===== config.mk =====
export PLATFORM = sky130hd
export DESIGN_NAME = instr_word_encoder_flat
export DESIGN_NICKNAME = d
export VERILOG_FILES = /design/src/rtl/instr_word_encoder_if.sv /design/src/rtl/instr_word_encoder.sv /design/src/flat_wrapper.sv
export SDC_FILE = /design/constraint.sdc
export NUM_CORES = 1
export LEC_CHECK = 0
export BUFFER_PORTS_ARGS = -buffer_cell sky130_fd_sc_hd__buf_2
export CORE_MARGIN = 1.5
export CORE_UTILIZATION = 50
export CTS_BUF_LIST = sky130_fd_sc_hd__clkbuf_16
export DETAILED_ROUTE_END_ITERATION = 8
export GPL_TIMING_DRIVEN = 0
export PLACE_DENSITY = 0.72
export SYNTH_ARGS = -nofsm -noshare
export SYNTH_HDL_FRONTEND = slang
export SYNTH_SLANG_ARGS = --single-unit

===== constraint.sdc =====
create_clock -name clk -period 3.7 [get_ports clk]
set_input_delay 0.74 -clock clk [delete_from_list [all_inputs] [get_ports clk]]
set_output_delay 0.74 -clock clk [all_outputs]
set_load 0.05 [all_outputs]

===== src/rtl/instr_word_encoder_if.sv =====
// Bundle of the encoder's two handshakes: the field-bundle input side and the
// instruction-memory write side. The encoder takes the slave view and the
// program loader (or bench) takes the master view.
//
// Both sides follow the same valid/ready rule. A transfer happens on a rising
// clock edge where valid and ready are both 1. The producer must not lower
// valid or change its payload because ready is low. The consumer may raise or
// lower ready at any time, and ready may depend combinationally on the
// current-cycle inputs.
interface instr_word_encoder_if #(
    parameter int AW = 10
);
    // Field bundle input side
    logic          in_valid;
    logic          in_ready;
    logic [1:0]    in_class;
    logic [4:0]    in_rs;
    logic [4:0]    in_rt;
    logic [4:0]    in_rd;
    logic [5:0]    in_funct;
    logic [15:0]   in_imm;

    // Control
    logic          flush;
    logic          addr_load;
    logic [AW-1:0] addr_value;

    // Instruction memory write side
    logic          imem_we;
    logic          imem_ready;
    logic [AW-1:0] imem_addr;
    logic [31:0]   imem_wdata;

    // Status
    logic [15:0]   words_written;
    logic          empty;

    modport master (
        output in_valid, in_class, in_rs, in_rt, in_rd, in_funct, in_imm,
        output flush, addr_load, addr_value, imem_ready,
        input  in_ready, imem_we, imem_addr, imem_wdata, words_written, empty
    );

    modport slave (
        input  in_valid, in_class, in_rs, in_rt, in_rd, in_funct, in_imm,
        input  flush, addr_load, addr_value, imem_ready,
        output in_ready, imem_we, imem_addr, imem_wdata, words_written, empty
    );
endinterface


===== src/rtl/instr_word_encoder.sv =====
// Packs R-type / lw / sw / beq fields into 32-bit MIPS words, buffers them in
// a small FIFO and streams them into instruction memory at sequential word
// addresses. Used by the boot path to load programs for the opcode decoder.
module instr_word_encoder #(
    parameter int DEPTH     = 4,
    parameter int AW        = 10,
    parameter int BASE_ADDR = 0
) (
    input  logic               clk,
    input  logic               rst_n,
    instr_word_encoder_if.slave bus
);
    localparam int PW = $clog2(DEPTH);

    localparam logic [AW-1:0] BASE_RAW  = AW'(BASE_ADDR);
    localparam logic [AW-1:0] BASE_WORD = {BASE_RAW[AW-1:2], 2'b00};
    localparam logic [AW-1:0] ADDR_STEP = AW'(4);
    localparam logic [PW:0]   PTR_ONE   = (PW+1)'(1);

    localparam logic [5:0] OP_RTYPE = 6'd0;
    localparam logic [5:0] OP_LW    = 6'd35;
    localparam logic [5:0] OP_SW    = 6'd43;
    localparam logic [5:0] OP_BEQ   = 6'd4;

    logic [31:0]   mem [DEPTH];
    logic [PW:0]   wrPtr;
    logic [PW:0]   rdPtr;
    logic [AW-1:0] addrReg;
    logic [15:0]   wordCount;
    logic [31:0]   encWord;
    logic          fifoFull;
    logic          fifoEmpty;
    logic          doPush;
    logic          doPop;

    // Pack the incoming fields; fields not used by a class are dropped.
    always_comb begin
        encWord = '0;
        unique case (bus.in_class)
            2'b00: encWord = {OP_RTYPE, bus.in_rs, bus.in_rt, bus.in_rd, 5'd0, bus.in_funct};
            2'b01: encWord = {OP_LW,    bus.in_rs, bus.in_rt, bus.in_imm};
            2'b10: encWord = {OP_SW,    bus.in_rs, bus.in_rt, bus.in_imm};
            2'b11: encWord = {OP_BEQ,   bus.in_rs, bus.in_rt, bus.in_imm};
            default: encWord = '0;
        endcase
    end

    // The extra pointer bit tells a full FIFO from an empty one.
    assign fifoEmpty = (wrPtr == rdPtr);
    assign fifoFull  = (wrPtr[PW] != rdPtr[PW]) && (wrPtr[PW-1:0] == rdPtr[PW-1:0]);

    // No pass-through when full: a pop in the same cycle does not open the input.
    assign bus.in_ready = !fifoFull && !bus.flush;
    assign doPush       = bus.in_valid && bus.in_ready;
    assign bus.imem_we  = !fifoEmpty;
    assign doPop        = bus.imem_we && bus.imem_ready;

    assign bus.imem_wdata    = mem[rdPtr[PW-1:0]];
    assign bus.imem_addr     = addrReg;
    assign bus.words_written = wordCount;
    assign bus.empty         = fifoEmpty;

    // FIFO pointers; flush collapses the read pointer onto the write pointer.
    always_ff @(posedge clk or negedge rst_n) begin
        if (!rst_n) begin
            wrPtr <= '0;
            rdPtr <= '0;
        end else if (bus.flush) begin
            rdPtr <= wrPtr;
        end else begin
            if (doPush) wrPtr <= wrPtr + PTR_ONE;
            if (doPop)  rdPtr <= rdPtr + PTR_ONE;
        end
    end

    // FIFO storage; cleared on reset so the idle head reads as zero.
    always_ff @(posedge clk or negedge rst_n) begin
        if (!rst_n) begin
            for (int i = 0; i < DEPTH; i++) mem[i] <= '0;
        end else if (doPush) begin
            mem[wrPtr[PW-1:0]] <= encWord;
        end
    end

    // Write address: a load wins over the post-write increment; wraps at 2^AW.
    always_ff @(posedge clk or negedge rst_n) begin
        if (!rst_n) begin
            addrReg <= BASE_WORD;
        end else if (bus.addr_load) begin
            addrReg <= {bus.addr_value[AW-1:2], 2'b00};
        end else if (doPop) begin
            addrReg <= addrReg + ADDR_STEP;
        end
    end

    // Completed-write counter, saturating at all ones.
    always_ff @(posedge clk or negedge rst_n) begin
        if (!rst_n) begin
            wordCount <= '0;
        end else if (doPop && (wordCount != 16'hFFFF)) begin
            wordCount <= wordCount + 16'd1;
        end
    end
endmodule


===== src/flat_wrapper.sv =====
// flat-port wrapper written by rule: the top's interface ports become plain ports
module instr_word_encoder_flat 
#(
    parameter int DEPTH     = 4,
    parameter int AW        = 10,
    parameter int BASE_ADDR = 0
)
  (clk, rst_n, bus_in_valid, bus_in_class, bus_in_rs, bus_in_rt, bus_in_rd, bus_in_funct, bus_in_imm, bus_flush, bus_addr_load, bus_addr_value, bus_imem_ready, bus_in_ready, bus_imem_we, bus_imem_addr, bus_imem_wdata, bus_words_written, bus_empty);
  instr_word_encoder_if #(.AW(AW)) bus_i ();
  input  logic clk;
  input  logic rst_n;
  input wire logic [$bits(bus_i.in_valid)-1:0] bus_in_valid;
  input wire logic [$bits(bus_i.in_class)-1:0] bus_in_class;
  input wire logic [$bits(bus_i.in_rs)-1:0] bus_in_rs;
  input wire logic [$bits(bus_i.in_rt)-1:0] bus_in_rt;
  input wire logic [$bits(bus_i.in_rd)-1:0] bus_in_rd;
  input wire logic [$bits(bus_i.in_funct)-1:0] bus_in_funct;
  input wire logic [$bits(bus_i.in_imm)-1:0] bus_in_imm;
  input wire logic [$bits(bus_i.flush)-1:0] bus_flush;
  input wire logic [$bits(bus_i.addr_load)-1:0] bus_addr_load;
  input wire logic [$bits(bus_i.addr_value)-1:0] bus_addr_value;
  input wire logic [$bits(bus_i.imem_ready)-1:0] bus_imem_ready;
  output wire logic [$bits(bus_i.in_ready)-1:0] bus_in_ready;
  output wire logic [$bits(bus_i.imem_we)-1:0] bus_imem_we;
  output wire logic [$bits(bus_i.imem_addr)-1:0] bus_imem_addr;
  output wire logic [$bits(bus_i.imem_wdata)-1:0] bus_imem_wdata;
  output wire logic [$bits(bus_i.words_written)-1:0] bus_words_written;
  output wire logic [$bits(bus_i.empty)-1:0] bus_empty;
  assign bus_i.in_valid = bus_in_valid;
  assign bus_i.in_class = bus_in_class;
  assign bus_i.in_rs = bus_in_rs;
  assign bus_i.in_rt = bus_in_rt;
  assign bus_i.in_rd = bus_in_rd;
  assign bus_i.in_funct = bus_in_funct;
  assign bus_i.in_imm = bus_in_imm;
  assign bus_i.flush = bus_flush;
  assign bus_i.addr_load = bus_addr_load;
  assign bus_i.addr_value = bus_addr_value;
  assign bus_i.imem_ready = bus_imem_ready;
  assign bus_in_ready = bus_i.in_ready;
  assign bus_imem_we = bus_i.imem_we;
  assign bus_imem_addr = bus_i.imem_addr;
  assign bus_imem_wdata = bus_i.imem_wdata;
  assign bus_words_written = bus_i.words_written;
  assign bus_empty = bus_i.empty;
  instr_word_encoder #(.DEPTH(DEPTH), .AW(AW), .BASE_ADDR(BASE_ADDR)) u_core (.clk(clk), .rst_n(rst_n), .bus(bus_i));
endmodule

# Yosys cells after proc, flatten, opt, wreduce, memory -nomap -nowiden
# Index checks and enable logic that the tools add are counted.
[op_classes] addsub=4 multipliers=0 n_div=0 n_lt_le_gt_ge=3 n_eq_ne=7 shifts=0 n_mux=11 bitwise=3 n_reduce_logical=13
[ops] op="128-bit bitwise mux" count=1
[ops] op="32-bit one-hot mux with 4 select lines" count=1
[ops] op="32-bit two-way mux" count=3
[ops] op="32-bit binary-select mux with 2-bit select" count=1
[ops] op="32-bit demux with 2-bit select" count=1
[ops] op="10-bit two-way mux" count=2
[ops] op="16-bit by 1-bit adder with 16-bit output (second input constant)" count=1
[ops] op="16-bit != test (second input constant)" count=1
[ops] op="10-bit by 3-bit adder with 10-bit output (second input constant)" count=1
[ops] op="3-bit by 1-bit adder with 3-bit output (second input constant)" count=2
[ops] op="3-bit greater-or-equal comparator (second input constant)" count=2
[ops] op="1-bit logical AND" count=6
[ops] op="3-bit two-way mux" count=2
[ops] op="2-bit inverter with 3-bit output" count=2
[ops] op="2-bit equality test (second input constant)" count=2
[ops] op="2-bit nonzero test" count=2
[ops] op="3-bit equality test" count=1
[ops] op="1-bit logical NOT" count=3
[ops] op="3-bit by 1-bit < comparator with 1-bit output (second input constant)" count=1
[ops] op="2-bit by 1-bit equality test with 1-bit output (second input constant)" count=1
[ops] op="2-bit equality test" count=1
[ops] op="2-bit logical NOT" count=1
[ops] op="2-bit AND reduction" count=1
[ops] op="1-bit != test" count=1
[ops] op="1-bit inverter" count=1
[word_totals] ff_bits=160 latch_bits=0 mem_bits_rw=0 rom_bits=0 input_bits=55 out_inout_bits=61 elab_cells=49 n_memories=0

# Depth between registers and ports, before layout
# Gate-level depths: netlist of the first run.
[depth] word_depth=6 ltp_mapped=7 ltp_nobuf=6

# Least setup slack after synthesis of the first run
# OpenSTA, ideal clock, no wires.
[synth_timing] kind="register -> output" start="reg u_core.rdPtr[0]" end="out bus_imem_wdata[27]" arrival_time_ns=1.789 required_time_ns=2.960 slack_ns=1.171 path_stages_with_launch=5 n_path_buf=3 path_cell_list="dfrtp_1 -> buf_2 -> buf_2 -> mux4_2 -> buf_4"
[synth_between] elab_chain_len=4
[synth_rtl] element="from (decl)" line="instr_word_encoder.sv:27" text="logic [PW:0] rdPtr;"
[synth_rtl] element="from (signal assigned)" line="instr_word_encoder.sv:69" text="rdPtr <= wrPtr;"
[synth_rtl] element="from (signal assigned)" line="instr_word_encoder.sv:72" text="if (doPop) rdPtr <= rdPtr + PTR_ONE;"
[synth_rtl] element="2-bit inverter with 3-bit output (implied by the code)" line="instr_word_encoder.sv:58" text="assign bus.imem_wdata = mem[rdPtr[PW-1:0]];"
[synth_rtl] element="32-bit binary-select mux with 2-bit select" line="instr_word_encoder.sv:58"
[synth_rtl] element="32-bit two-way mux (implied by the code) (2 in series)" line="instr_word_encoder.sv:58"
[synth_rtl] element="to (decl)" line="flat_wrapper.sv:26" text="output wire logic [$bits(bus_i.imem_wdata)-1:0] bus_imem_wdata;"
# No other way between the ends. The select of a mux whose other input is x is not followed.

# Final worst setup path of the first run
[layout_timing] start="reg u_core.rdPtr[1]" end="out bus_imem_wdata[14]"
# The elaborated chain is that of the path after synthesis.

==> results of run 1 <==
-- registers in the layout, indices dropped and copies added, names as in the netlist --
| register | cells |
|---|---|
| u_core.mem | 116 |
| u_core.bus.imem_addr | 8 |
| u_core.wrPtr | 3 |
| u_core.rdPtr | 3 |
| u_core.bus.words_written | 16 |
-- critical path, cell delays in order, from the launching register on --
cell and delay, ns:
sky130_fd_sc_hd__dfrtp_1 0.34, sky130_fd_sc_hd__buf_2 0.22, sky130_fd_sc_hd__buf_1 0.56, sky130_fd_sc_hd__buf_1 0.62, sky130_fd_sc_hd__mux4_2 0.42, sky130_fd_sc_hd__buf_2 0.23
-- cells in the final DEF, fill, tap and decap left out, types with 2 or more instances in the layout --
master and n:
sky130_fd_sc_hd__nor4_1 6, sky130_fd_sc_hd__inv_1 7, sky130_fd_sc_hd__mux2_1 23, sky130_fd_sc_hd__o21ai_0 69, sky130_fd_sc_hd__ha_1 13, sky130_fd_sc_hd__nor3_1 8
sky130_fd_sc_hd__conb_1 3, sky130_fd_sc_hd__nand2_1 122, sky130_fd_sc_hd__a31oi_1 7, sky130_fd_sc_hd__o31ai_1 2, sky130_fd_sc_hd__clkbuf_16 17, sky130_fd_sc_hd__clkinvlp_4 4
sky130_fd_sc_hd__a22oi_1 12, sky130_fd_sc_hd__xor2_1 16, sky130_fd_sc_hd__nand4_1 7, sky130_fd_sc_hd__buf_2 122, sky130_fd_sc_hd__bufinv_16 6, sky130_fd_sc_hd__mux4_2 29
sky130_fd_sc_hd__clkinv_1 2, sky130_fd_sc_hd__o311ai_4 4, sky130_fd_sc_hd__buf_6 4, sky130_fd_sc_hd__nand3_1 6, sky130_fd_sc_hd__xor2_4 2, sky130_fd_sc_hd__o311a_1 2
sky130_fd_sc_hd__mux2_2 18, sky130_fd_sc_hd__clkbuf_1 11, sky130_fd_sc_hd__buf_1 4, sky130_fd_sc_hd__clkinv_4 2, sky130_fd_sc_hd__xnor2_1 8, sky130_fd_sc_hd__dfrtp_1 146
sky130_fd_sc_hd__buf_4 5, sky130_fd_sc_hd__nor4b_1 2, sky130_fd_sc_hd__nor2_1 9, sky130_fd_sc_hd__nor2b_1 2, sky130_fd_sc_hd__or4_1 3
-- report_power, final --
| part | internal [mW] | switching [mW] |
|---|---|---|
| logic | 1.30 | 2.65 |
| registers | 2.26 | 0.430 |
| clock network | 1.26 | 0.668 |
-- cell families (layout without fill, tap and decap cells) --
| family | after synthesis | after routing | share of synthesized area, % |
|---|---|---|---|
| fa+ha+maj | 13 | 13 | 2.36 |
| other cells | 1 | 3 | 0.0544 |
| mux | 70 | 70 | 16.2 |
| compound gates | 101 | 101 | 9.72 |
| xor+xnor | 27 | 27 | 4.25 |
| simple gates | 172 | 172 | 11.1 |
| buf+inv | 45 | 187 | 3.31 |
| flops | 146 | 146 | 53.0 |
-- per-stage QoR --
| step | instances | util, % |
|---|---|---|
| floorplan | 577 | - |
| global placement | 862 | 57.4 |
| detailed placement | 863 | 57.6 |
| CTS | 895 | 62.6 |
| global route | 895 | 62.6 |
| finish | 895 | 62.6 |
-- metal layers --
metal,up-vias,global-route usage [%]
met2,173,39.3
li1,2315,-
met4,0,9.19
met1,2544,32.4
met3,30,5.90
met5,-,0
-- worst max path at each step --
stage | cells after the start | startpoint | end | slack, ns
after floorplan | 4 | u_core.rdPtr[0] | bus_imem_wdata[27] | 1.17
after global placement | 1 | rst_n | u_core.mem[19] | -0.03
after detailed placement | 5 | u_core.rdPtr[1] | bus_imem_wdata[13] | 0.56
after CTS | 5 | u_core.rdPtr[1] | bus_imem_wdata[13] | 0.12
after global routing | 5 | u_core.rdPtr[1] | bus_imem_wdata[6] | 0.05
final | 5 | u_core.rdPtr[1] | bus_imem_wdata[14] | 0.13
-- layout make-up --
class	instances	area [um2]
plain buffers	37	198
clock buffers	17	425
clock inverters	15	240
fillers	1064	4990
inverters	8	30.0
multi-input cells	386	3010
flip-flops and latches	146	3650
well taps	176	220
repair buffers	110	579
==> impl_summary.txt, run 1 <==
----------------------------------------------------
[Route]
  Iteration-0 DRC Markers ... 361
  Post-DR wirelength/cell ... 18.4 um
  Number of antenna-violating nets in the routed design ... 0
  WL met2 ... 8050 um
  Vias post-DR ... 5062
  Highest routing layer actually used ... met4
  Count of unresolved DRC violations after routing ... 0
  WL met1 ... 7140 um
  Total iterations of the first detailed-routing run ... 5
  Via-per-instance ratio ... 5.66
  Final routed wirelength across all metal layers ... 16500 um
  Detailed-routed wire length on met3 ... 932 um

[Timing]
  Transition time at the pin with the least slew margin ... 0.878 ns
  Clk_skew ... 0.00493 ns
  Setup-failing EPs final ... 0
  Total negative slack ... 0 ns
  Final clock period utilization by the worst path ... 96.4%
  Post-route worst hold slack ... 0.261 ns
  Final worst slack ... 0.132 ns
  Max-Slew Margin vs Limit ... 41.5%
  Hold Violations, Final ... 0
  Highest clock rate ... 280 MHz
  Unrepaired setup endpoints after global routing ... no
  Number of pins with negative max-slew slack in the final report ... 0
  Post-layout min period ... 3.57 ns

[Clocking]
  CTS tree ... yes
  H-Tree Depth ... 4
  Post-cts gate resize count ... 0
  Number of setup buffers added after CTS ... 0
  Maximum clock insertion buffer count ... 2
  CTS Sinks ... 146
  Hold buffer count at CTS ... 0
  Clock Latency Late Sink ... 0.42 ns
  Clock slew at reported path FFs ... 0.06 ns
  Cell at the root of the clock tree ... sky130_fd_sc_hd__clkbuf_16
  Number of buffers created by CTS ... 17

[Logic synthesis]
  Share of synthesized flip-flops with an asynchronous set or reset ... 100%
  Commonest cells post-synth ... sky130_fd_sc_hd__dfrtp_1 (146), sky130_fd_sc_hd__nand2_1 (122), sky130_fd_sc_hd__o21ai_0 (69)
  Synth Instances ... 575
  Number of warnings issued by yosys ... 0
  Number of enable flip-flop cells after synthesis ... 0
  Total of flip-flops plus latches after synthesis ... 146
  Synthesized area ... 6890 um2
  Most frequent cell after synthesis ... sky130_fd_sc_hd__dfrtp_1
  Dominant cell type by area after synthesis ... sky130_fd_sc_hd__dfrtp_1
  Most used flip-flop cell after synthesis ... sky130_fd_sc_hd__dfrtp_1
  Yosys cell types ... 45
  Yosys top cell area share ... 53.0%
  Register area share after synthesis ... 53.0%
  Post-synthesis area per instance ... 12.0 um2
  Leading cell types by total area after synthesis ... sky130_fd_sc_hd__dfrtp_1 (53%), sky130_fd_sc_hd__mux4_2 (9.5%), sky130_fd_sc_hd__nand2_1 (6.6%)

[Placed design]
  Number of buffer cells added on primary ports ... 109
  Worst setup slack after placement ... 0.563 ns
  Last weighted congestion value of the routability-driven placer ... 0.820
  Cell area reported after detailed placement ... 7690 um2
  HPWL Detailed ... 11200 um

[Floorplanning]
  IO Count ... 116
  Die H ... 120 um
  Effective utilization at floorplan ... 51.6%
  Area enclosed by the die boundary ... 14500 um2
  Horiz. Die Dim ... 120 um
  Std cell rows ... 42
  Placeable core region ... 13300 um2

[Global routing]
  Total GRT Usage ... 24.4%
  Maximum number of pins on one net before global-route repair ... 95
  Residual overflow from global routing ... 0
  Vias in the first global route ... 5263
  Wire length of the first global-routing pass ... 27000 um
  Number of antenna violations at the first check in global routing ... 0

[Layout]
  Final Instance Area ... 8360 um2
  Fraction of layout instances using a drive strength above 1 ... 30.9%
  Synthesis-to-layout area growth ... 21.4%
  Antenna cell count ... 0
  Final layout net count ... 774

[Setup path]
  Critical path start-end classification ... reg2out
  Critical Path Sink Type ... output pin
  Arrival @ worst endpoint ... 2.83 ns
  Critical register-to-register path endpoint ... u_core.mem[15]
  Peak fanout along the critical path ... 10
  Worst reg2reg path startpoint ... u_core.rdPtr[1]
  Required time reported for the critical path endpoint ... 2.96 ns
  Slack of the worst reg-to-reg path ... 1.43 ns
  Worst reg2reg path depth ... 5
  Kind of start point of the critical path ... flip-flop

[Power]
  Worst IR drop on VDD ... 0.671 mV
  Standby leakage power ... 3.93 nW
  Power, Total ... 8.57 mW
  Power density over cell area ... 1020 nW/um2

[Outcome]
  Run status ... finished, final reports clean

[Flow run]
  Number of max-cap violations ... 0

[Hold path]
  Type of the tightest min-delay check ... in2async

----------------------------------------------------
Note: power is estimated with default switching activity, not from simulation.
==> run 2: changes to the inputs <==
- GPL_TIMING_DRIVEN: 0 -> 1
- MAX_ROUTING_LAYER: not set -> met4
==> impl_summary.txt, run 2 (synthesis results as in run 1) <==
----------------------------------------------------
[Setup path]
  Critical Path Sink Type ... output pin (unchanged)
  Category of cells accounting for the largest share of critical-path delay ... buffers and inverters (unchanged)
  Required time reported for the critical path endpoint ... 2.96 ns (about the same)
  Capturing instance or port of the critical path ... bus_imem_wdata[7] (was bus_imem_wdata[14])
  Worst reg2reg path depth ... 4 (was 5)
  Slowest Stage Delay on Critical Path ... 0.58 ns (was 0.62 ns)
  Logic depth of the worst setup path including buffers ... 3 (was 5)
  CP bufs+invs ... 2 (was 4)
  Critical register-to-register path endpoint ... u_core.mem[74] (was u_core.mem[15])
  Slowest cell on crit path ... sky130_fd_sc_hd__mux4_2 (was sky130_fd_sc_hd__buf_1)
  Slack of the worst reg-to-reg path ... 1.28 ns (was 1.43 ns)
  Kind of start point of the critical path ... flip-flop (unchanged)
  Critical path start-end classification ... reg2out (unchanged)
  CP startpoint ... u_core.rdPtr[1] (unchanged)
  Peak fanout along the critical path ... 25 (was 10)
  Worst reg2reg path startpoint ... u_core.rdPtr[1] (unchanged)
  Crit-path cells ... buf_4, mux4_2, buf_2 (was buf_2, buf_1, buf_1, mux4_2, buf_2)
  Arrival @ worst endpoint ... 2.25 ns (was 2.83 ns)

[Clocking]
  Hold buffer count at CTS ... 0 (unchanged)
  Number of buffers created by CTS ... 17 (unchanged)
  Clock slew at reported path FFs ... 0.06 ns (about the same)
  Number of setup buffers added after CTS ... 0 (unchanged)
  Cell at the root of the clock tree ... sky130_fd_sc_hd__clkbuf_16 (unchanged)
  Post-cts gate resize count ... 0 (unchanged)
  CTS Sinks ... 146 (unchanged)
  CTS tree ... yes (unchanged)
  Clock Latency Late Sink ... 0.42 ns (about the same)
  H-Tree Depth ... 4 (unchanged)
  Maximum clock insertion buffer count ... 2 (unchanged)

[Layout]
  Reg area ... 3660 um2 (was 3650 um2)
  Synthesis-to-layout area growth ... 17.3% (was 21.4%)
  Fraction of layout instances using a drive strength above 1 ... 29.9% (was 30.9%)
  Fill cells ... 1113 (was 1064)
  Reg with most FFs ... u_core.mem (unchanged)
  Final layout net count ... 750 (was 774)
  Antenna cell count ... 0 (unchanged)
  Number of flip-flops under the largest register name ... 116 (unchanged)
  Area of the multi-input gates ... 3010 um2 (unchanged)
  Post-route non-filler standard cell count ... 871 (was 895)
  Highest-count cells in the layout ignoring fill and taps ... sky130_fd_sc_hd__dfrtp_1 (144), sky130_fd_sc_hd__nand2_1 (122), sky130_fd_sc_hd__buf_2 (109), sky130_fd_sc_hd__o21ai_0 (69), sky130_fd_sc_hd__mux4_2 (29) (was sky130_fd_sc_hd__dfrtp_1 (146), sky130_fd_sc_hd__buf_2 (122), sky130_fd_sc_hd__nand2_1 (122), sky130_fd_sc_hd__o21ai_0 (69), sky130_fd_sc_hd__mux4_2 (29))
  Most frequent standard cell in the layout excluding fill and tap cells ... sky130_fd_sc_hd__dfrtp_1 (unchanged)

[Floorplanning]
  Effective utilization at floorplan ... 51.6% (unchanged)
  Std cell rows ... 42 (unchanged)
  Die H ... 120 um (unchanged)
  IO Count ... 116 (unchanged)
  Area enclosed by the die boundary ... 14500 um2 (unchanged)
  Horiz. Die Dim ... 120 um (unchanged)
  Placeable core region ... 13300 um2 (unchanged)

[Global routing]
  Vias in the first global route ... 4892 (was 5263)
  Wire length of the first global-routing pass ... 24600 um (was 27000 um)
  Residual overflow from global routing ... 0 (unchanged)
  Number of antenna violations at the first check in global routing ... 0 (unchanged)
  Total GRT Usage ... 22.5% (was 24.4%)
  Maximum number of pins on one net before global-route repair ... 123 (was 95)

[Power]
  Worst IR drop on VDD ... 0.702 mV (was 0.671 mV)
  Power density over cell area ... 986 nW/um2 (was 1020 nW/um2)
  Standby leakage power ... 3.83 nW (was 3.93 nW)

[Timing]
  Unrepaired setup endpoints after global routing ... no (unchanged)
  Highest clock rate ... 334 MHz (was 280 MHz)
  Max-Slew Margin vs Limit ... 27.3% (was 41.5%)
  Total negative slack ... 0 ns (unchanged)
  Post-layout min period ... 2.99 ns (was 3.57 ns)
  Number of pins with negative max-slew slack in the final report ... 0 (unchanged)
  Transition time at the pin with the least slew margin ... 1.09 ns (was 0.878 ns)
  Hold Violations, Final ... 0 (unchanged)
  Final clock period utilization by the worst path ... 80.9% (was 96.4%)
  Clk_skew ... 0.00698 ns (was 0.00493 ns)
  Setup-failing EPs final ... 0 (unchanged)
  Final worst slack ... 0.706 ns (was 0.132 ns)

[Route]
  Via-per-instance ratio ... 5.48 (was 5.66)
  Total iterations of the first detailed-routing run ... 7 (was 5)
  Final routed wirelength across all metal layers ... 15000 um (was 16500 um)
  Post-DR wirelength/cell ... 17.2 um (was 18.4 um)
  Iteration-0 DRC Markers ... 298 (was 361)
  Number of antenna-violating nets in the routed design ... 0 (unchanged)
  Vias post-DR ... 4772 (was 5062)
  Count of unresolved DRC violations after routing ... 0 (unchanged)

[Placed design]
  Last weighted congestion value of the routability-driven placer ... 0.821 (was 0.820)
  HPWL Detailed ... 9750 um (was 11200 um)
  Worst setup slack after placement ... 0.934 ns (was 0.563 ns)
  DP Cell Count ... 839 (was 863)
  Number of buffer cells added on primary ports ... 110 (was 109)

[Hold path]
  Type of the tightest min-delay check ... reg2reg (was in2async)
  Count of cells along the worst hold path ... 2

[Flow run]
  Number of max-cap violations ... 0 (unchanged)

[Outcome]
  Run status ... finished, final reports clean (unchanged)

----------------------------------------------------
-- run 2: cell types whose count changed in the layout (fill, tap and decap cells not counted), sizes merged --
| cell | change |
|---|---|
| inv | +5 |
| clkinvlp | -4 |
| bufinv | -6 |
| clkinv | +5 |
| clkbuf | -11 |
| buf | -13 |
-- run 2: power breakdown --
part	total, mW	leakage [nW]	internal, mW	switching, mW
sequential	2.73	1.84	2.26	0.473
clock	1.43	0.270	0.823	0.611
combinational	3.79	1.72	1.26	2.53
-- run 2: metrics by stage --
stage	hold slack (ns)	total power [mW]	util, %	instance area, um2
after global routing	0.493	8.40	60.5	8080
after CTS	0.480	8.03	60.5	8080
after global placement	0.455	6.42	56.8	7590
after detailed placement	0.467	6.58	56.8	7590
after floorplan	0.441	5.71	-	6900
final	0.476	7.96	60.5	8080
-- run 2: layer usage --
metal / up-vias / routed length (um) / track usage, %
met2: 106 / 7500 / 35.7
met3: 12 / 757 / 6.70
met1: 2393 / 6580 / 28.8
met4: 0 / 159 / 5.51
met5: - / 0 / -
li1: 2261 / - / -
-- run 2: cell type report --
type | count | share of cell area, %
Clock buffer | 17 | 5.27
Clock inverter | 15 | 0.790
Inverter | 8 | 0.372
Multi-Input combinational cell | 386 | 37.3
Sequential cell | 146 | 45.3
Tap cell | 176 | 2.73
Timing Repair Buffer | 123 | 8.26
-- run 2: worst min-delay path by stage --
stage	from	to	slack [ns]
after global routing	u_core.mem[25]	u_core.mem[25]	0.49
after detailed placement	u_core.mem[124]	u_core.mem[124]	0.47
final	u_core.mem[12]	u_core.mem[12]	0.48
after global placement	u_core.mem[118]	u_core.mem[118]	0.45
after CTS	u_core.mem[124]	u_core.mem[124]	0.48
after floorplan	rst_n	u_core.bus.imem_addr[2]	0.44
-- run 2: worst reg2reg max path: stages (launching register included) --
cell                       delay (ns)
sky130_fd_sc_hd__dfrtp_2         0.53
sky130_fd_sc_hd__xor2_4          0.28
sky130_fd_sc_hd__o311ai_4        0.84
sky130_fd_sc_hd__buf_4           0.45
sky130_fd_sc_hd__o21ai_0         0.18
==> run 3: changes to the inputs <==
- PLACE_DENSITY: 0.72 -> 0.75
- clock period: 3.7 -> 2.5 ns (I/O delays scaled with it)
==> impl_summary.txt, run 3 (synthesis results as in run 1) <==
----------------------------------------------------
[Clocking]
  H-Tree Depth ... 4 (unchanged)
  CTS tree ... yes (unchanged)
  Number of buffers created by CTS ... 17 (unchanged)
  Clock slew at reported path FFs ... 0.06 ns (about the same)
  Clock Latency Late Sink ... 0.42 ns (about the same)
  Maximum clock insertion buffer count ... 2 (unchanged)
  Cell at the root of the clock tree ... sky130_fd_sc_hd__clkbuf_16 (unchanged)
  CTS Sinks ... 146 (unchanged)

[Setup path]
  Slowest Stage Delay on Critical Path ... 0.57 ns (was 0.58 ns)
  Peak fanout along the critical path ... 14 (was 25)
  Critical register-to-register path endpoint ... u_core.mem[28] (was u_core.mem[74])
  Kind of start point of the critical path ... flip-flop (unchanged)
  Arrival @ worst endpoint ... 1.95 ns (was 2.25 ns)
  CP bufs+invs ... 2 (unchanged)
  Category of cells accounting for the largest share of critical-path delay ... multiplexers (was buffers and inverters)
  Slack of the worst reg-to-reg path ... 0.44 ns (was 1.28 ns)
  Critical path start-end classification ... reg2out (unchanged)
  Required time reported for the critical path endpoint ... 2.00 ns (was 2.96 ns)
  Worst reg2reg path depth ... 5 (was 4)
  Critical Path Sink Type ... output pin (unchanged)
  Crit-path cells ... buf_6, mux4_2, buf_2 (was buf_4, mux4_2, buf_2)
  Worst reg2reg path startpoint ... u_core.wrPtr[1] (was u_core.rdPtr[1])
  Slowest cell on crit path ... sky130_fd_sc_hd__mux4_2 (unchanged)

[Timing]
  Final worst slack ... 0.0524 ns (was 0.706 ns)
  Final clock period utilization by the worst path ... 97.9%
  Transition time at the pin with the least slew margin ... 0.597 ns (was 1.09 ns)
  Unrepaired setup endpoints after global routing ... yes (was no)
  Max-Slew Margin vs Limit ... 60.2% (was 27.3%)
  Highest clock rate ... 409 MHz
  Hold Violations, Final ... 0 (unchanged)
  Total negative slack ... 0 ns (unchanged)
  Clk_skew ... 0.00886 ns (was 0.00698 ns)
  Number of pins with negative max-slew slack in the final report ... 0 (unchanged)
  Post-layout min period ... 2.45 ns
  Setup-failing EPs final ... 0 (unchanged)

[Layout]
  Synthesis-to-layout area growth ... 20.8% (was 17.3%)
  Most frequent standard cell in the layout excluding fill and tap cells ... sky130_fd_sc_hd__dfrtp_1 (unchanged)
  Final Core Density ... 62.3% (was 60.5%)
  Post-route non-filler standard cell count ... 887 (was 871)
  Highest-count cells in the layout ignoring fill and taps ... sky130_fd_sc_hd__dfrtp_1 (144), sky130_fd_sc_hd__nand2_1 (122), sky130_fd_sc_hd__buf_2 (108), sky130_fd_sc_hd__o21ai_0 (69), sky130_fd_sc_hd__mux4_2 (29) (was sky130_fd_sc_hd__dfrtp_1 (144), sky130_fd_sc_hd__nand2_1 (122), sky130_fd_sc_hd__buf_2 (109), sky130_fd_sc_hd__o21ai_0 (69), sky130_fd_sc_hd__mux4_2 (29))
  Fraction of layout instances using a drive strength above 1 ... 32.1% (was 29.9%)
  Number of flip-flops under the largest register name ... 116 (unchanged)
  Reg with most FFs ... u_core.mem (unchanged)
  Final layout net count ... 766 (was 750)
  Antenna cell count ... 0 (unchanged)

[Placed design]
  HPWL Detailed ... 10200 um (was 9750 um)
  Worst setup slack after placement ... 0.382 ns (was 0.934 ns)
  Number of buffer cells added on primary ports ... 110 (unchanged)
  DP Cell Count ... 849 (was 839)
  Last weighted congestion value of the routability-driven placer ... 0.868 (was 0.821)

[Floorplanning]
  Die H ... 120 um (unchanged)
  Effective utilization at floorplan ... 51.6% (unchanged)
  IO Count ... 116 (unchanged)
  Horiz. Die Dim ... 120 um (unchanged)
  Placeable core region ... 13300 um2 (unchanged)
  Std cell rows ... 42 (unchanged)
  Area enclosed by the die boundary ... 14500 um2 (unchanged)

[Outcome]
  Run status ... finished, final reports clean (unchanged)

[Global routing]
  Number of antenna violations at the first check in global routing ... 0 (unchanged)
  Global-route layer with the greatest usage ... met2 (unchanged)
  Met2 Resource Use GR ... 37.0% (was 35.7%)
  Maximum number of pins on one net before global-route repair ... 63 (was 123)
  Met1 usage ... 29.0% (was 28.8%)
  Met3 track utilization from global routing ... 5.09% (was 6.70%)
  Total GRT Usage ... 23.1% (was 22.5%)
  Residual overflow from global routing ... 0 (unchanged)
  Vias in the first global route ... 5047 (was 4892)
  Wire length of the first global-routing pass ... 25000 um (was 24600 um)

[Power]
  Power density over cell area ... 1490 nW/um2 (was 986 nW/um2)
  Standby leakage power ... 3.94 nW (was 3.83 nW)
  Worst IR drop on VDD ... 0.933 mV (was 0.702 mV)

[Hold path]
  Count of cells along the worst hold path ... 2 (unchanged)
  Capture endpoint of the worst hold path ... u_core.bus.imem_addr[6] (was u_core.mem[12])
  Type of the tightest min-delay check ... in2reg (was reg2reg)
  Min-Delay Startpoint ... bus_addr_value[6] (was u_core.mem[12])

[Route]
  Via-per-instance ratio ... 5.55 (was 5.48)
  Number of antenna-violating nets in the routed design ... 0 (unchanged)
  Post-DR wirelength/cell ... 16.9 um (was 17.2 um)
  Total iterations of the first detailed-routing run ... 4 (was 7)
  Vias post-DR ... 4921 (was 4772)
  Final routed wirelength across all metal layers ... 15000 um (about the same)
  Iteration-0 DRC Markers ... 375 (was 298)
  Count of unresolved DRC violations after routing ... 0 (unchanged)

[Flow run]
  Number of max-cap violations ... 0 (unchanged)

----------------------------------------------------
run 3: changes by cell type in the layout (fill, tap and decap cells not counted), sizes merged:
cell,previous run,this run
buf,123,138
bufinv,0,3
inv,13,11
clkinv,10,9
dlygate4sd3,0,1
run 3: layout make-up:
class	count	area (um2)
Inverter	8	30.0
Clock buffer	17	425
Clock inverter	15	164
Timing Repair Buffer	139	812
Sequential cell	146	3660
Fill cell	1042	5030
Multi-Input combinational cell	386	3010
Tap cell	176	220
run 3: metrics by stage:
| step | power (mW) | area [um2] | hold WS [ns] |
|---|---|---|---|
| floorplan | 8.45 | 6900 | 0.204 |
| global placement | 9.54 | 7670 | 0.429 |
| detailed placement | 9.75 | 7670 | 0.430 |
| CTS | 12.3 | 8280 | 0.291 |
| global route | 13.1 | 8320 | 0.298 |
| finish | 12.4 | 8320 | 0.308 |
run 3: what timing repair did:
action,CTS,global route
setup buffers,0,5
endpoints found under the hold margin,37,0
gates resized for setup,3,0
pin swaps,1,3
hold buffers,1,0
endpoints found under the setup margin,18,21
run 3: worst max path at each step:
stage / from / endpoint / slack (ns) / depth (start not counted)
final: u_core.rdPtr[0] / bus_imem_wdata[9] / 0.05 / 3
after global routing: u_core.rdPtr[0] / bus_imem_wdata[31] / -0.01 / 3
after CTS: u_core.rdPtr[2] / bus_empty / 0.005 / 4
after detailed placement: u_core.wrPtr[2] / bus_empty / 0.38 / 4
after global placement: u_core.rdPtr[0] / bus_imem_wdata[27] / 0.40 / 3
after floorplan: u_core.rdPtr[0] / bus_imem_wdata[27] / 0.21 / 4
run 3: power breakdown:
part	switching (mW)	total, mW	internal [mW]
Combinational	3.82	5.84	2.01
Sequential	0.666	4.01	3.35
Clock	0.962	2.52	1.56
Total	5.45	12.4	6.92
run 3: worst reg2reg max path, cell delays in order, from the launching register on:
cell and delay (ns):
sky130_fd_sc_hd__dfrtp_1 0.50, sky130_fd_sc_hd__xor2_4 0.23, sky130_fd_sc_hd__buf_4 0.19, sky130_fd_sc_hd__o311ai_4 0.28, sky130_fd_sc_hd__buf_4 0.38, sky130_fd_sc_hd__mux2_1 0.36
run 3: per-layer routing:
layer  share of wire (%)  up-vias
met4                 1.7        0
met5                   0        -
met3                 5.3       19
li1                    -     2290
met1                  43     2470
met2                  50      142
